<file path="src/rtl/gpio_loader_pkg.sv">
// gpio_loader_pkg
//   Shared types and constants for the GPIO configuration chain loader.
//   - state_e           : loader FSM states
//   - CFG_WIDTH_DEFAULT : default bits per pad configuration word
//   - DIV_CNT_W         : width of the serial clock divider counter
//   - cnt_width()       : counter width for n states, never less than 1 bit
package gpio_loader_pkg;

  typedef enum logic [1:0] {
    IDLE,
    SHIFT,
    LOAD,
    DONE
  } state_e;

  localparam int unsigned CFG_WIDTH_DEFAULT = 10;
  localparam int unsigned DIV_CNT_W         = 8;

  // $clog2(1) is 0; a zero-width counter is not legal, so clamp to 1.
  function automatic int unsigned cnt_width(input int unsigned n);
    return (n > 1) ? $clog2(n) : 1;
  endfunction

endpackage

</file>
<file path="src/rtl/gpio_config_loader_serial_clk_phase.sv">
// serial_clk_phase
//   CLK_DIV divider for the chain shift clock. While run_i is high it counts
//   CLK_DIV core cycles per half-period and flags the last cycle of each
//   half-period with a one-cycle strobe; the strobe names the edge that the
//   next core clock edge will produce on the serial clock.
//   Ports:
//     clk_i, rst_ni   : core clock, asynchronous active-low reset
//     run_i           : divider running; low clears counter and phase
//     clk_en_i        : let the phase reach serial_clock_o (low forces 0)
//     ovr_en_i        : override the serial clock with ovr_val_i
//     ovr_val_i       : override level, registered like the normal path
//     phase_rise_o    : last cycle of a low half-period
//     phase_fall_o    : last cycle of a high half-period
//     serial_clock_o  : registered serial clock level
module serial_clk_phase
  import gpio_loader_pkg::*;
#(
  parameter int unsigned CLK_DIV = 4
) (
  input  logic clk_i,
  input  logic rst_ni,
  input  logic run_i,
  input  logic clk_en_i,
  input  logic ovr_en_i,
  input  logic ovr_val_i,
  output logic phase_rise_o,
  output logic phase_fall_o,
  output logic serial_clock_o
);

  localparam logic [DIV_CNT_W-1:0] TC_VAL = DIV_CNT_W'(CLK_DIV - 1);

  logic [DIV_CNT_W-1:0] cnt_q, cnt_d;
  logic                 phase_q, phase_d;
  logic                 sclk_q;
  logic                 tc;

  always_comb begin
    tc           = run_i && (cnt_q == TC_VAL);
    phase_rise_o = tc && !phase_q;
    phase_fall_o = tc && phase_q;
    cnt_d        = (!run_i || tc) ? '0 : cnt_q + 1'b1;
    phase_d      = run_i ? (phase_q ^ tc) : 1'b0;
  end

  always_ff @(posedge clk_i or negedge rst_ni) begin
    if (!rst_ni) begin
      cnt_q   <= '0;
      phase_q <= 1'b0;
      sclk_q  <= 1'b0;
    end else begin
      cnt_q   <= cnt_d;
      phase_q <= phase_d;
      // Register the next phase so the pin edge lines up with the strobe.
      sclk_q  <= ovr_en_i ? ovr_val_i : (clk_en_i && phase_d);
    end
  end

  assign serial_clock_o = sclk_q;

endmodule

</file>
<file path="src/rtl/gpio_config_loader.sv">
// gpio_config_loader
//   Programs one GPIO control-block daisy chain. On xfer_start it reads one
//   CFG_WIDTH word per pad (pad NUM_GPIO-1 first, MSB first), shifts the bits
//   out on serial_data/serial_clock, then strobes serial_load for 2*CLK_DIV
//   cycles so all pads latch together, and pulses xfer_done.
//   Ports:
//     wb_clk_i, wb_rstn_i : core clock, asynchronous active-low reset
//     xfer_start          : request a full chain transfer (ignored when busy)
//     xfer_busy/xfer_done : transfer in progress / one-cycle completion pulse
//     cfg_rd_idx/_data    : config register file read (combinational data)
//     serial_clock/_load/_data/_resetn : chain pins, all registered
//   Optional macro GPIO_LOADER_BITBANG_EN adds bitbang_en/_clock/_load/_data
//   inputs that drive the serial pins directly while the loader is idle.
module gpio_config_loader
  import gpio_loader_pkg::*;
#(
  parameter  int unsigned NUM_GPIO  = 19,
  parameter  int unsigned CFG_WIDTH = CFG_WIDTH_DEFAULT,
  parameter  int unsigned CLK_DIV   = 4,   // legal range 1..255
  localparam int unsigned IDX_W     = cnt_width(NUM_GPIO),
  localparam int unsigned BIT_W     = cnt_width(CFG_WIDTH)
) (
  input  logic                 wb_clk_i,
  input  logic                 wb_rstn_i,
  input  logic                 xfer_start,
  output logic                 xfer_busy,
  output logic                 xfer_done,
  output logic [IDX_W-1:0]     cfg_rd_idx,
  input  logic [CFG_WIDTH-1:0] cfg_rd_data,
  output logic                 serial_clock,
  output logic                 serial_load,
  output logic                 serial_data,
  output logic                 serial_resetn
`ifdef GPIO_LOADER_BITBANG_EN
  ,
  input  logic                 bitbang_en,
  input  logic                 bitbang_clock,
  input  logic                 bitbang_load,
  input  logic                 bitbang_data
`endif
);

  localparam logic [IDX_W-1:0] LAST_PAD = IDX_W'(NUM_GPIO - 1);
  localparam logic [BIT_W-1:0] MSB_BIT  = BIT_W'(CFG_WIDTH - 1);

  state_e           state_q;
  logic [IDX_W-1:0] idx_q, idx_d;
  logic [BIT_W-1:0] bit_q, bit_d;
  logic             last_q;
  logic             busy_q, done_q, load_q, data_q, rstn_q;
  logic             phase_rise, phase_fall, sclk;
  logic             bb_active, bb_clock, bb_load, bb_data;

`ifdef GPIO_LOADER_BITBANG_EN
  assign bb_active = (state_q == IDLE) && bitbang_en;
  assign bb_clock  = bitbang_clock;
  assign bb_load   = bitbang_load;
  assign bb_data   = bitbang_data;
`else
  assign bb_active = 1'b0;
  assign bb_clock  = 1'b0;
  assign bb_load   = 1'b0;
  assign bb_data   = 1'b0;
`endif

  // Pad counter saturates at 0; bit counter wraps 0 -> CFG_WIDTH-1.
  always_comb begin
    idx_d = (idx_q == '0) ? '0 : idx_q - 1'b1;
    bit_d = (bit_q == '0) ? MSB_BIT : bit_q - 1'b1;
  end

  serial_clk_phase #(
    .CLK_DIV(CLK_DIV)
  ) u_clk_phase (
    .clk_i         (wb_clk_i),
    .rst_ni        (wb_rstn_i),
    .run_i         ((state_q == SHIFT) || (state_q == LOAD)),
    .clk_en_i      (state_q == SHIFT),
    .ovr_en_i      (bb_active),
    .ovr_val_i     (bb_clock),
    .phase_rise_o  (phase_rise),
    .phase_fall_o  (phase_fall),
    .serial_clock_o(sclk)
  );

  always_ff @(posedge wb_clk_i or negedge wb_rstn_i) begin
    if (!wb_rstn_i) begin
      state_q <= IDLE;
      idx_q   <= LAST_PAD;
      bit_q   <= MSB_BIT;
      last_q  <= 1'b0;
      busy_q  <= 1'b0;
      done_q  <= 1'b0;
      load_q  <= 1'b0;
      data_q  <= 1'b0;
      rstn_q  <= 1'b0;
    end else begin
      rstn_q <= 1'b1;
      done_q <= 1'b0;
      unique case (state_q)
        IDLE: begin
          load_q <= bb_active && bb_load;
          data_q <= bb_active && bb_data;
          if (!bb_active && xfer_start) begin
            state_q <= SHIFT;
            busy_q  <= 1'b1;
            bit_q   <= MSB_BIT;
            last_q  <= 1'b0;
            data_q  <= cfg_rd_data[CFG_WIDTH-1];
          end
        end
        SHIFT: begin
          // Step to the next pad once bit 0 has been clocked into the chain,
          // so cfg_rd_data already holds the next word at the following fall.
          if (phase_rise && (bit_q == '0)) begin
            idx_q  <= idx_d;
            last_q <= (idx_q == '0);
          end
          if (phase_fall) begin
            bit_q <= bit_d;
            if ((bit_q == '0) && last_q) begin
              state_q <= LOAD;
              load_q  <= 1'b1;
              data_q  <= 1'b0;
              idx_q   <= LAST_PAD;
              last_q  <= 1'b0;
            end else begin
              data_q <= cfg_rd_data[bit_d];
            end
          end
        end
        LOAD: begin
          // The divider keeps running; one full period gives 2*CLK_DIV cycles.
          if (phase_fall) begin
            state_q <= DONE;
            load_q  <= 1'b0;
            busy_q  <= 1'b0;
            done_q  <= 1'b1;
          end
        end
        DONE: begin
          state_q <= IDLE;
        end
        default: begin
          state_q <= IDLE;
        end
      endcase
    end
  end

  assign xfer_busy     = busy_q;
  assign xfer_done     = done_q;
  assign cfg_rd_idx    = idx_q;
  assign serial_clock  = sclk;
  assign serial_load   = load_q;
  assign serial_data   = data_q;
  assign serial_resetn = rstn_q;

endmodule

</file>
<file path="config.mk">
export PLATFORM = sky130hd
export DESIGN_NAME = gpio_config_loader
export DESIGN_NICKNAME = d
export VERILOG_FILES = /design/src/rtl/gpio_loader_pkg.sv /design/src/rtl/gpio_config_loader_serial_clk_phase.sv /design/src/rtl/gpio_config_loader.sv
export SDC_FILE = /design/constraint.sdc
export NUM_CORES = 1
export LEC_CHECK = 0
export ABC_CLOCK_PERIOD_IN_PS = 2200
export CORE_ASPECT_RATIO = 0.7
export CORE_MARGIN = 5
export CORE_UTILIZATION = 48
export DETAILED_ROUTE_END_ITERATION = 7
export GPL_ROUTABILITY_DRIVEN = 0
export HOLD_SLACK_MARGIN = 0.02
export PLACE_DENSITY = 0.75
export SLEW_MARGIN = 20
export SYNTH_ARGS = -nofsm -noshare
export SYNTH_HDL_FRONTEND = slang
export SYNTH_SLANG_ARGS = --single-unit
</file>
<file path="constraint.sdc">
create_clock -name wb_clk_i -period 2.2 [get_ports wb_clk_i]
set_input_delay 0.44 -clock wb_clk_i [delete_from_list [all_inputs] [get_ports wb_clk_i]]
set_output_delay 0.44 -clock wb_clk_i [all_outputs]
set_load 0.1 [all_outputs]
</file>
==> results of run 1 <==
==> placed cells by master (no fill, tap or decap), types with 5 or more instances in the layout <==
cell,n
clkdlybuf4s50_1,12
ha_1,7
buf_4,37
nand2_1,10
nand3_1,7
o21ai_1,9
inv_1,13
o22ai_1,5
nand2b_1,5
a21oi_1,9
dfrtp_1,23
nor2_1,18
==> sequential cells by signal, summed over array words and instances, names as in the netlist, 2 cells and up <==
| register | count |
|---|---|
| state_q | 2 |
| cfg_rd_idx | 5 |
| bit_q | 4 |
| u_clk_phase.cnt_q | 8 |
==> cells by family (layout without fill, tap and decap cells) <==
| logic type | after synthesis | count (layout) | share of synthesized area (%) |
|---|---|---|---|
| simple gates | 63 | 63 | 19.3 |
| compound gates | 50 | 50 | 20.2 |
| fa+ha+maj | 9 | 9 | 6.85 |
| buf+inv | 22 | 69 | 5.71 |
| flops | 27 | 27 | 41.4 |
| mux | 5 | 5 | 3.12 |
| xor+xnor | 6 | 6 | 3.20 |
| other cells | 1 | 1 | 0.228 |
==> layout make-up <==
class                           instances  area (um^2)
Sequential cell                        27          681
Timing Repair Buffer                   52          432
Inverter                               13         48.8
Clock inverter                          1         7.51
Fill cell                             236          957
Clock buffer                            3         41.3
Multi-Input combinational cell        134          986
Tap cell                               47         58.8
==> per-stage QoR <==
stage | TNS, ns | util (%) | power (mW) | instance area [um^2]
floorplan | -0.0785 | - | 1.10 | 1650
global placement | -0.422 | 63.3 | 1.31 | 2030
detailed placement | -1.62 | 63.3 | 1.34 | 2030
CTS | -1.30 | 68.2 | 1.69 | 2190
global route | -2.86 | 70.2 | 1.87 | 2250
finish | -1.42 | 70.2 | 1.76 | 2250
==> power breakdown <==
group          internal (mW)  switching [mW]
Clock                  0.129           0.159
Sequential             0.558          0.0478
Combinational          0.347           0.519
Total                   1.03           0.726
==> final timing paths <==
check / to / slack (ns) / cells past startpoint
hold reg to reg: u_clk_phase.cnt_q[0] / 0.47 / 1
max in group asynchronous: bit_q[3] / 1.36 / 2
setup / recovery: state_q[1] / -0.22 / 8
min in group asynchronous: u_clk_phase.phase_q / 0.53 / 2
hold / removal: u_clk_phase.cnt_q[0] / 0.47 / 1
setup reg to reg: state_q[1] / -0.22 / 8
==> repair_timing <==
item                                    CTS  global route
gates resized for setup                  24             9
buffers inserted                          4             4
hold endpoints to repair                  0             0
pin swaps                                 8             8
endpoints found under the setup margin   13            17
==> worst max-delay path, stage by stage, from the launching register on <==
cell and delay (ns):
dfrtp_1 0.40, or4_4 0.56, nor4b_4 0.25, and2_4 0.21
ha_4 0.16, nand2_2 0.07, o21ai_2 0.15, o211ai_1 0.16
mux2_1 0.35
==> per-layer routing <==
metal,track usage (%),wire (um)
met1,27.3,1940
met4,6.99,72
met3,5.05,365
met5,0,0
met2,29.8,2110
==> results.sh, run 1 <==
export IMPL_outcome="finished with violations"
export IMPL_violations="negative setup slack"
export IMPL_antenna_found_initial=0
export IMPL_die_w_um=80.0
export IMPL_crit_type="reg2reg"
export IMPL_first_iter_violations=199
export IMPL_cp_startpoint="u_clk_phase.cnt_q[6]"
export IMPL_synth_fp_nets=205
export IMPL_grt_max_degree=28
export IMPL_cts_tree="done"
export IMPL_synth_seq_cells=27
export IMPL_dp_cells=266
export IMPL_power_density_mw_per_mm2=781
export IMPL_die_h_um=59.0
export IMPL_worstSetupEndpointType="flip-flop"
export IMPL_worst_slew_pin_slew_ns=0.555
export IMPL_cts_buffer_depth=2
export IMPL_hold_buffers=0
export IMPL_yosysMostFrequentCell="dfrtp_1"
export IMPL_yosys_area_top_type="dfrtp_1"
export IMPL_dr_total_vias=1585
export IMPL_clock_latency_ns=0.28
export IMPL_maxCapViolCount=0
export IMPL_dp_slack_ns=-0.228
export IMPL_setup_viol_count_final=13
export IMPL_wl_um=4490
export IMPL_max_slew_margin_rel_pct=62.4
export IMPL_numCtsBuffers=3
export IMPL_nets=253
export IMPL_synthesis_area_mm2=0.00164
export IMPL_synth_async_sr_flop_share_pct=100
export IMPL_finalMaxSlewViolations=0
export IMPL_period_needed_ns=2.42
export IMPL_synth_commonest_cells="dfrtp_1 (23), nor2_1 (18), inv_1 (13)"
export IMPL_fin_ws_ns=-0.220
export IMPL_yosys_warnings=0
export IMPL_whs_ns=0.474
export IMPL_dp_hpwl_um=3220
export IMPL_port_buffers=23
export IMPL_syn_avg_cell_area_um2=8.98
export IMPL_syn_instance_count=183
export IMPL_finalHoldViolations=0
export IMPL_clock_sinks=27
export IMPL_io_pins=24
export IMPL_drtAntennaViolNets=0
export IMPL_rows=17
export IMPL_grt_pass1_vias=1480
export IMPL_crit_arrival_ns=2.58
export IMPL_drive_gt1_share_pct=30.9
export IMPL_wl_per_cell_um=16.2
export IMPL_cts_clk_slew_worst_paths_ns=0.10
export IMPL_yosysSeqAreaShare_pct=41.4
export IMPL_rsz0062_at_grt="yes"
export IMPL_ys_flop_type="dfrtp_1"
export IMPL_crit_required_ns=2.36
export IMPL_p_leak_nw=1.03
export IMPL_netlist_area_leader_share_pct=35.0
export IMPL_max_freq_mhz=413
export IMPL_die_area_mm2=0.00471
export IMPL_crit_fanout=5
export IMPL_synth_edff_count=0
export IMPL_crit_path_start_kind="flip-flop"
export IMPL_start_util_pct=51.2
export IMPL_core_area_mm2=0.00321
export IMPL_synthToLayoutAreaGrowth_pct=37.1
export IMPL_viasPerCell=5.72
export IMPL_root_buffer="clkbuf_8"
export IMPL_period_share_pct=110
export IMPL_timing_rr_start="u_clk_phase.cnt_q[6]"
export IMPL_hold_path_class="reg2reg"
export IMPL_htree_levels=1
export IMPL_fin_cells=277
export IMPL_firstDrtPassIters=4
export IMPL_synth_cell_types=49
export IMPL_groute_usage_overall_pct=19.7
export IMPL_timing_hold_worst_start="u_clk_phase.cnt_q[0]"
export IMPL_synth_area_top_cells="dfrtp_1 (35%), ha_1 (6.8%), dfstp_2 (6.4%), nor2_1 (4.1%), a21oi_1 (3.7%)"
export IMPL_grt_pass1_wl_um=7090
export IMPL_vdd_drop_max_mv=0.492
export IMPL_grt_ovfl_total=0
export IMPL_fin_worst_skew_ns=0.0118
export IMPL_drc=0
export IMPL_num_antenna_cells=0
(Power assumes the default switching activity.)
==> run 2, diff against run 1 <==
--- a/config.mk
+++ b/config.mk
@@ -13,6 +13,7 @@
 export GPL_ROUTABILITY_DRIVEN = 0
 export HOLD_SLACK_MARGIN = 0.02
 export PLACE_DENSITY = 0.75
+export SKIP_LAST_GASP = 1
 export SLEW_MARGIN = 20
 export SYNTH_ARGS = -nofsm -noshare
 export SYNTH_HDL_FRONTEND = slang
==> run 2 against run 1 <==
The run still ends with negative setup slack left. Sequential power about the same. Non-clock buffer count unchanged. Count of clock-buffer cells in the layout stayed put. Clock skew shrank 0.0013 ns. Critical path depth is the same. Register-to-register slack about the same. Total power grew 0.43%. Setup slack got worse by 0.013 ns. Utilization hardly changed. Largest power group unchanged. Highest routed layer unchanged.
==> results.sh, run 2 (synthesis results as in run 1) <==
export IMPL_wl_per_cell_um=16.5
export IMPL_clock_sinks=27
export IMPL_crit_path_start_kind="flip-flop"
export IMPL_port_buffers=23
export IMPL_crit_arrival_ns=2.60
export IMPL_drc=0
export IMPL_drive_gt1_share_pct=31.3
export IMPL_switching_power_mw=0.733
export IMPL_start_util_pct=51.2
export IMPL_drtAntennaViolNets=0
export IMPL_grt_pass1_wl_um=7090
export IMPL_htree_levels=1
export IMPL_clock_latency_ns=0.28
export IMPL_maxCapViolCount=0
export IMPL_grt_ovfl_total=0
export IMPL_crit_type="reg2reg"
export IMPL_die_w_um=80.0
export IMPL_cts_buffer_depth=2
export IMPL_num_antenna_cells=0
export IMPL_cts_clk_slew_worst_paths_ns=0.10
export IMPL_fin_worst_skew_ns=0.0105
export IMPL_placed_area_mm2=0.00203
export IMPL_crit_fanout=5
export IMPL_numCtsBuffers=3
export IMPL_final_area_mm2=0.00225
export IMPL_max_freq_mhz=411
export IMPL_vdd_drop_max_mv=0.497
export IMPL_viasPerCell=5.70
export IMPL_hold_buffers=0
export IMPL_dr_total_vias=1579
export IMPL_clock_power_share_pct=16.6
export IMPL_root_buffer="clkbuf_8"
export IMPL_seq_power_share_pct=34.3
export IMPL_p_sw_share_pct=41.5
export IMPL_worst_slew_pin_slew_ns=0.650
export IMPL_internal_power_mw=1.03
export IMPL_finalHoldViolations=0
export IMPL_grt_max_degree=28
export IMPL_fin_ws_ns=-0.234
export IMPL_mostFrequentLayoutCells="buf_4 (37), dfrtp_1 (23), nor2_1 (18)"
export IMPL_hold_path_class="reg2reg"
export IMPL_io_pins=24
export IMPL_wl_um=4570
export IMPL_rsz0062_at_grt="yes"
export IMPL_crit_required_ns=2.36
export IMPL_nets=253
export IMPL_outcome="finished with violations"
export IMPL_final_common_cell="buf_4"
export IMPL_die_h_um=59.0
export IMPL_die_area_mm2=0.00471
export IMPL_core_area_mm2=0.00321
export IMPL_combPwrFrac_pct=49.2
export IMPL_setup_viol_count_final=13
export IMPL_groute_usage_overall_pct=19.7
export IMPL_whs_ns=0.473
export IMPL_finalMaxSlewViolations=0
export IMPL_grt_pass1_vias=1480
export IMPL_power_mw=1.77
export IMPL_max_slew_margin_rel_pct=56.0
export IMPL_power_density_mw_per_mm2=784
export IMPL_period_share_pct=111
export IMPL_regMostFlops="u_clk_phase.cnt_q"
export IMPL_largest_reg_flops=8
export IMPL_period_needed_ns=2.43
export IMPL_synthToLayoutAreaGrowth_pct=37.1
export IMPL_rows=17
export IMPL_cts_tree="done"
export IMPL_p_leak_nw=1.01
export IMPL_dp_hpwl_um=3220
export IMPL_worstSetupEndpointType="flip-flop"
export IMPL_firstDrtPassIters=5
export IMPL_antenna_found_initial=0
export IMPL_first_iter_violations=170
export IMPL_violations="negative setup slack"
[run 2: power by group through the flow]
stage	Sequential, mW	Clock [mW]	Combinational [mW]
2_1_floorplan	0.685	0	0.419
3_3_place_gp	0.607	0	0.698
3_5_place_dp	0.613	0	0.726
4_1_cts	0.605	0.296	0.794
5_1_grt	0.614	0.319	0.933
6_report	0.606	0.293	0.869
[run 2: timing repair]
item,in CTS,in global routing
resized for setup,23,10
setup endpoints to repair,13,17
endpoints found under the hold margin,0,0
pin swaps,8,8
setup buffers,4,4
[run 2: through the flow]
step | util, % | instances | setup WS, ns | TNS (ns)
6_report | 70.2 | 277 | -0.234 | -1.42
5_1_grt | 70.2 | 277 | -0.299 | -2.83
4_1_cts | 68.2 | 274 | -0.193 | -1.32
3_5_place_dp | 63.3 | 266 | -0.228 | -1.62
3_3_place_gp | 63.3 | 266 | -0.100 | -0.422
2_1_floorplan | - | 183 | -0.0785 | -0.0785
[run 2: layout make-up]
type | instances | area [um^2]
inverters | 13 | 48.8
well taps | 47 | 58.8
repair buffers | 52 | 432
fillers | 237 | 958
clock buffers | 3 | 41.3
multi-input cells | 134 | 985
clock inverters | 1 | 7.51
flip-flops and latches | 27 | 681
[run 2: path summary, 6_finish.rpt]
kind / startpoint / end / slack [ns] / cells past startpoint
min in group asynchronous: wb_rstn_i / bit_q[2] / 0.53 / 2
max: u_clk_phase.cnt_q[6] / state_q[1] / -0.23 / 8
min: u_clk_phase.cnt_q[0] / u_clk_phase.cnt_q[0] / 0.47 / 1
max reg2reg: u_clk_phase.cnt_q[6] / state_q[1] / -0.23 / 8
max in group asynchronous: wb_rstn_i / bit_q[3] / 1.36 / 2
min reg2reg: u_clk_phase.cnt_q[0] / u_clk_phase.cnt_q[0] / 0.47 / 1
[run 2: per-layer routing]
metal	vias to the layer above	part of all wire (%)	global-route usage [%]
li1	740	-	-
met1	753	45	27.3
met3	13	7.3	5.05
met4	0	1.8	6.99
met2	73	45	29.8
met5	-	0	0
[run 2: critical path, cell delays in order (launching register included)]
cell,delay (ns)
dfrtp_1,0.39
or4_4,0.56
nor4b_4,0.25
and2_4,0.21
ha_4,0.16
nand2_2,0.07
o21ai_2,0.16
o211ai_1,0.16
mux2_1,0.35
